--- config.mk ---
export PLATFORM = sky130hd
export DESIGN_NAME = cam_lookup_arb
export DESIGN_NICKNAME = d
export VERILOG_FILES = /design/src/rtl/cam_lookup_arb.sv
export SDC_FILE = /design/constraint.sdc
export NUM_CORES = 1
export LEC_CHECK = 0
export CORE_UTILIZATION = 30
export DETAILED_ROUTE_END_ITERATION = 16
export HOLD_SLACK_MARGIN = 0.1
export SYNTH_ARGS = -nofsm -noshare
export SYNTH_HDL_FRONTEND = slang
export SYNTH_SLANG_ARGS = --single-unit
--- constraint.sdc ---
create_clock -name clk -period 1.8 [get_ports clk]
set_clock_uncertainty 0.15 [all_clocks]
set_input_delay 0.54 -clock clk [delete_from_list [all_inputs] [get_ports clk]]
set_output_delay 0.54 -clock clk [all_outputs]
set_load 0.03 [all_outputs]
--- src/rtl/cam_lookup_arb.sv ---
// Round-robin arbiter and sequencer sharing one CAM between NUM_REQ requesters.
// Lookup-or-insert with FIFO replacement; define CAM_STATS_EN for hit/miss/evict counters.
module cam_lookup_arb #(
  parameter int DATA_WIDTH = 5,
  parameter int DATA_SIZE  = 32,
  parameter int NUM_REQ    = 2
) (
  input  logic                         clk,
  input  logic                         rst,
  input  logic [NUM_REQ-1:0]           req,
  input  logic [NUM_REQ-1:0]           req_insert,
  input  logic [NUM_REQ*DATA_SIZE-1:0] req_key,
  output logic [NUM_REQ-1:0]           resp_valid,
  output logic                         resp_hit,
  output logic [DATA_WIDTH-1:0]        resp_index,
  output logic                         resp_evict,
  output logic                         full,
  output logic                         cam_write,
  output logic [DATA_WIDTH-1:0]        cam_write_index,
  output logic [DATA_SIZE-1:0]         cam_write_data,
  output logic                         cam_search,
  output logic [DATA_SIZE-1:0]         cam_search_data,
  input  logic [DATA_WIDTH-1:0]        cam_search_index,
  input  logic                         cam_search_valid
`ifdef CAM_STATS_EN
  ,
  output logic [15:0]                  stat_hits,
  output logic [15:0]                  stat_misses,
  output logic [15:0]                  stat_evicts
`endif
);

  localparam int GW = $clog2(NUM_REQ);
  localparam logic [DATA_WIDTH:0] DEPTH = {1'b1, {DATA_WIDTH{1'b0}}};

  typedef enum logic [2:0] {
    IDLE,
    SEARCH,
    CHECK,
    WRITE,
    RESP
  } state_t;

  state_t state;
  state_t state_next;

  logic [GW-1:0]         rr_ptr;
  logic [GW-1:0]         grant;
  logic [DATA_SIZE-1:0]  op_key;
  logic                  op_insert;
  logic                  res_hit;
  logic [DATA_WIDTH-1:0] res_index;
  logic                  res_evict;
  logic [DATA_WIDTH-1:0] alloc_ptr;
  logic [DATA_WIDTH:0]   occupancy;
  logic                  is_full;

  logic                  any_req;
  logic [GW-1:0]         pick;
  logic [DATA_SIZE-1:0]  pick_key;
  logic                  pick_insert;

  assign is_full = (occupancy == DEPTH);
  assign full    = is_full;

  // Scan downward from the farthest offset so the first set bit at or after rr_ptr wins.
  always_comb begin
    int cand;
    any_req = 1'b0;
    pick    = '0;
    cand    = 0;
    for (int i = NUM_REQ - 1; i >= 0; i--) begin
      cand = int'(rr_ptr) + i;
      if (cand >= NUM_REQ) begin
        cand = cand - NUM_REQ;
      end
      if (req[cand]) begin
        any_req = 1'b1;
        pick    = GW'(cand);
      end
    end
  end

  always_comb begin
    pick_key    = '0;
    pick_insert = 1'b0;
    for (int i = 0; i < NUM_REQ; i++) begin
      if (pick == GW'(i)) begin
        pick_key    = req_key[i*DATA_SIZE +: DATA_SIZE];
        pick_insert = req_insert[i];
      end
    end
  end

  always_ff @(posedge clk) begin
    if (rst) begin
      state <= IDLE;
    end else begin
      state <= state_next;
    end
  end

  always_comb begin
    state_next = state;
    case (state)
      IDLE: begin
        if (any_req) begin
          state_next = SEARCH;
        end
      end
      SEARCH: state_next = CHECK;
      CHECK: begin
        if (cam_search_valid) begin
          state_next = RESP;
        end else if (op_insert) begin
          state_next = WRITE;
        end else begin
          state_next = RESP;
        end
      end
      WRITE:   state_next = RESP;
      RESP:    state_next = IDLE;
      default: state_next = IDLE;
    endcase
  end

  // Operation context and allocation state; result fields are staged here for the RESP cycle.
  always_ff @(posedge clk) begin
    if (rst) begin
      rr_ptr    <= '0;
      grant     <= '0;
      op_key    <= '0;
      op_insert <= 1'b0;
      res_hit   <= 1'b0;
      res_index <= '0;
      res_evict <= 1'b0;
      alloc_ptr <= '0;
      occupancy <= '0;
    end else begin
      case (state)
        IDLE: begin
          if (any_req) begin
            grant     <= pick;
            op_key    <= pick_key;
            op_insert <= pick_insert;
            res_hit   <= 1'b0;
            res_index <= '0;
            res_evict <= 1'b0;
          end
        end
        CHECK: begin
          if (cam_search_valid) begin
            res_hit   <= 1'b1;
            res_index <= cam_search_index;
          end else if (!op_insert) begin
            res_hit   <= 1'b0;
            res_index <= '1;
          end
        end
        WRITE: begin
          res_index <= alloc_ptr;
          res_evict <= is_full;
          alloc_ptr <= alloc_ptr + 1'b1;
          if (!is_full) begin
            occupancy <= occupancy + 1'b1;
          end
        end
        RESP: begin
          if (grant == GW'(NUM_REQ - 1)) begin
            rr_ptr <= '0;
          end else begin
            rr_ptr <= grant + 1'b1;
          end
        end
        default: ;
      endcase
    end
  end

  always_comb begin
    resp_valid      = '0;
    resp_hit        = 1'b0;
    resp_index      = '0;
    resp_evict      = 1'b0;
    cam_write       = 1'b0;
    cam_write_index = '0;
    cam_write_data  = '0;
    cam_search      = 1'b0;
    cam_search_data = '0;
    case (state)
      SEARCH: begin
        cam_search      = 1'b1;
        cam_search_data = op_key;
      end
      WRITE: begin
        cam_write       = 1'b1;
        cam_write_index = alloc_ptr;
        cam_write_data  = op_key;
      end
      RESP: begin
        resp_valid[grant] = 1'b1;
        resp_hit          = res_hit;
        resp_index        = res_index;
        resp_evict        = res_evict;
      end
      default: ;
    endcase
  end

`ifdef CAM_STATS_EN
  // Every non-hit counts as a miss, inserting or not.
  always_ff @(posedge clk) begin
    if (rst) begin
      stat_hits   <= '0;
      stat_misses <= '0;
      stat_evicts <= '0;
    end else if (state == RESP) begin
      if (res_hit) begin
        if (stat_hits != 16'hFFFF) begin
          stat_hits <= stat_hits + 16'd1;
        end
      end else if (stat_misses != 16'hFFFF) begin
        stat_misses <= stat_misses + 16'd1;
      end
      if (res_evict && (stat_evicts != 16'hFFFF)) begin
        stat_evicts <= stat_evicts + 16'd1;
      end
    end
  end
`endif

endmodule

[Yosys cells after proc, flatten, opt, wreduce, memory -nomap -nowiden]
Cells that the tools add are included.
Widths: inputs -> output; s select.
Word-level totals
  register bits after elaboration: 56
  bits in latches: 0
  bits in writable memories: 0
  bits in read-only memories: 0
  input bits: 76
  output and inout port bits: 81
  word-level logic and storage cells: 79
  memories: 0
Cells by class
  add/sub/neg operators: 6
  $mul: 0
  div/mod/pow operators: 0
  order comparisons: 6
  eq/ne operators: 7
  shifts and indexed selects: 0
  mux-type cells: 39
  bitwise operators: 1
  reduce and logical (&&, ||, !) cells: 10
Operator list (count)
  $mux 32: 5
  $lt 32x3->1 const B: 2
  $mux 5: 5
  $mux 1: 20
  $pmux 5 s3: 1
  $pmux 3 s4: 1
  $mux 3: 3
  $add 6x1->6 const B: 1
  $eq 3x2->1 const B: 2
  $eq 6x6->1 const B: 1
  $reduce_and 2->1: 3
  $reduce_and 3->1: 2
  $add 5x1->5 const B: 1
  $pmux 1 s2: 2
  $reduce_bool 2->1: 2
  $eq 3x1->1 const B: 1
  $eq 3x3->1 const B: 1
  $logic_not 3->1: 1
  $ne 3x3->1 const B: 1
  $reduce_bool 3->1: 1
  $sub 1x2->3 const B: 1
  $sub 2x2->3 const B: 1
  $add 1x1->2 const B: 1
  $ge 1x2->1 const B: 1
  9 further kinds: 9

[Depth between registers and ports, before layout]
  depth in word-level cells: 10
  mapped depth: 6
  gate-level depth less buffers: 4

[Worst setup path before layout]
No wires, ideal clock.
  path type: reg-to-output
  start point: register state[1]
  end point: output port cam_write_data[27]
  arrival: 1.571 ns
  required time: 1.110 ns
  path slack: -0.461 ns
  cell stages (with the launch flop): 6
  path buffers: 2
  path through: dfxtp_1 > buf_4 > nand3b_4 > inv_1 > clkbuf_1 > and2_1
On the way
  longest elaborated chain between the ends: 2
RTL lines
  from (decl): line 44  | state_t state;
  from (signal assigned): line 99  | state <= state_next;
  $eq 3x2->1: line 190  | case (state)
  $mux 32: line 190
  to (decl): line 20  | output logic [DATA_SIZE-1:0] cam_write_data,
Every way passes these cells.

[Worst setup path in the final report]
  start point: register state[1]
  end point: output port cam_write_data[12]
Same word-level chain as after synthesis.

==> metrics.yaml <==
synthesis:
  synth.top_cell.area_share_pct: 33.3
  syn_inst: 405
  netlist_area_um2: 3370
  synthTopCellsByArea: "dfxtp_1, and2_1, a311oi_1"
  yosysWarnings: 0
  avgSynthCellArea_um2: 8.32
  syn-num-nets: 484
  synth-edff-count: 0
  async_flop_share_pct: 0
  synth_largest_area_cell: "dfxtp_1"
  yosysUniqueCellTypes: 46
  synth-seq-area-share_pct: 33.3
  synth_seq_cells: 56
  synthFlopType: "dfxtp_1"
route:
  wl_per_cell_um: 16.8
  drt-total-wl_um: 12400
  drtPass1Iterations: 4
  viasPerCell: 5.11
  drc_errors: 0
  ant_nets: 0
  vias: 3763
  drt_iter0_drc: 124
sta:
  final-setup-viol-count: 83
  maxSlewHeadroom_pct: 74.0
  fin_ws_ps: -381
  slew_violations: 0
  finalHoldWorstSlack_ps: 334
  setup_tns_ps: -28130
  rsz0062_at_grt: "true"
  finalCritPeriodShare_pct: 121
  final_hold_viol_count: 0
  tightest_slew_ps: 381
  min_period_ps: 2180
  fmax_mhz: 459
cells_and_area:
  nets: 673
  multi_input_area_um2: 2340
  drive_above_1_share_pct: 44.7
  fin_area_um2: 6250
  area_delta_synth_final_pct: 85.4
  seq_area_um2: 1130
  final_util_pct: 57.4
  layout.cells.non_filler: 736
  fillers: 958
pwr:
  power_density_nw_per_um2: 669
  p_leak_nw: 2.52
  vdd_drop_max_uv: 364
  fin_total_pwr_mw: 4.18
placed_design:
  dp_hpwl_um: 8270
  gp_congestion: 0.760
  placed_area_um2: 5400
  pre_cts_slack_ps: -467
  placedCellCount: 704
  port_buffers: 156
global_route:
  grt_max_degree: 29
  antenna_found_initial: 1
  grt_pass1_wl_um: 17900
  track_usage_pct: 19.3
  grt-ovfl-total: 0
  grt_pass1_vias: 3647
status:
  violations: "negative setup slack"
  status: "finished with violations"
clock_network:
  root_buffer: "clkbuf_8"
  cts_buffers: 5
  ctsLongestPathBuffers: 2
  cts_sinks: 56
  clkTransAtPathRegs_ps: 100
  cts_max_level: 2
  cts_tree: "done"
  insertion_delay_ps: 310
setup_path:
  crit_path_start_kind: "register"
  worst_ep_arrival_time_ps: 1490
  cp_data_required_time_ps: 1110
  critPathKind: "reg -> out"
  cp_max_fo: 7
  end_kind: "output port"
die:
  ios: 157
  die_h_um: 108
  die_w_um: 108
  num_rows: 38
  dieArea_um2: 11700
  core_area_um2: 10900
  floorplan.initialDensity_pct: 31.0
hold_path:
  hold_path.class: "reg -> reg"
job:
  maxCapViolations: 0
==> Yosys cell counts (2+ instances only) <==
cell and number:
buf_2 12, ha_1 3, mux2_2 3, o221ai_1 5, nor3_1 3, or3_1 5, clkbuf_1 24, and2_1 78
inv_1 7, mux2i_1 7, dfxtp_1 56, a311oi_1 33, nor2b_1 3, o21ai_0 38, nor2_1 9, a21oi_1 41
nand3b_1 33, nand2b_1 9, nand2_1 5, nand4_1 3, nor3b_2 2, buf_4 2
==> area by class of cell <==
class	count	area share (%)
diodes	1	0.0400
multi-input cells	302	37.4
well taps	140	2.80
clock buffers	6	1.16
flip-flops and latches	56	18.1
clock inverters	2	0.560
inverters	7	0.620
repair buffers	222	39.3
==> flip-flops by register name, indices dropped and copies added (netlist names) <==
register / flops
op_key: 32
occupancy: 6
alloc_ptr: 5
res_index: 5
state: 3
grant: 1
op_insert: 1
res_evict: 1
res_hit: 1
rr_ptr: 1
==> power by group <==
group	total (mW)	internal [mW]	switching [mW]
Combinational	1.82	0.983	0.836
Sequential	1.54	1.40	0.140
Clock	0.829	0.414	0.415
==> worst max-delay path: stages (launching register included) <==
cell,delay [ps]
dfxtp_4,380
buf_4,140
nand3b_4,100
clkinv_8,100
clkbuf_16,170
and2_4,150
buf_6,130
==> metal layers <==
layer | share of wire (%) | wire length, um | track usage (%)
met5 | 0 | 0 | 0
met4 | 1.3 | 159 | 4.89
met3 | 5.2 | 639 | 3.32
met2 | 51 | 6310 | 35.8
met1 | 43 | 5280 | 22.9
==> path summary, 6_finish.rpt <==
kind                              startpoint            endpoint  slack, ps  depth (start not counted)
worst min-delay path            res_index[3]        res_index[3]        330                          2
worst max register to register      state[1]          op_key[19]          0                          7
worst max-delay path                state[1]  cam_write_data[12]       -380                          6
worst min register to register  res_index[3]        res_index[3]        330                          2
==> logic make-up after synthesis <==
group	count (synthesis)	share of synthesized area, %
AND/OR/NAND/NOR	162	31.8
AO/OA/AOI/OAI	126	24.4
flip-flops	56	33.3
buffers and inverters	47	6.16
multiplexers	10	3.08
adder cells (fa/ha/maj)	3	1.11
XOR/XNOR	1	0.260
==> cell usage in the layout (no fill, tap or decap), drive strengths merged, types with 2 or more instances in the layout <==
cell type      synthesis  final
o21ai                 38     38
or3                    5      5
nand3b                34     34
nand2                  5      5
clkdlybuf4s50          0     71
nor3                   4      4
dlygate4sd2            0      3
nor2b                  4      4
clkbuf                25     11
nor2                  10     10
and2                  78     78
clkinv                 0      2
nor3b                  2      2
o221ai                 5      5
dfxtp                 56     56
a2111oi                2      2
nand2b                 9      9
ha                     3      3
buf                   15    143
inv                    7      6
mux2i                  7      7
a21oi                 41     41
mux2                   3      3
nand4                  3      3
a311oi                33     33
==> what timing repair did <==
action | in CTS | in global routing
resized for setup | 101 | 20
hold buffers | 0 | 0
setup buffers | 8 | 7
gates cloned | 2 | 6
pin swaps | 18 | 17
endpoints found under the setup margin | 120 | 92
Note: power is estimated with default switching activity, not from simulation.
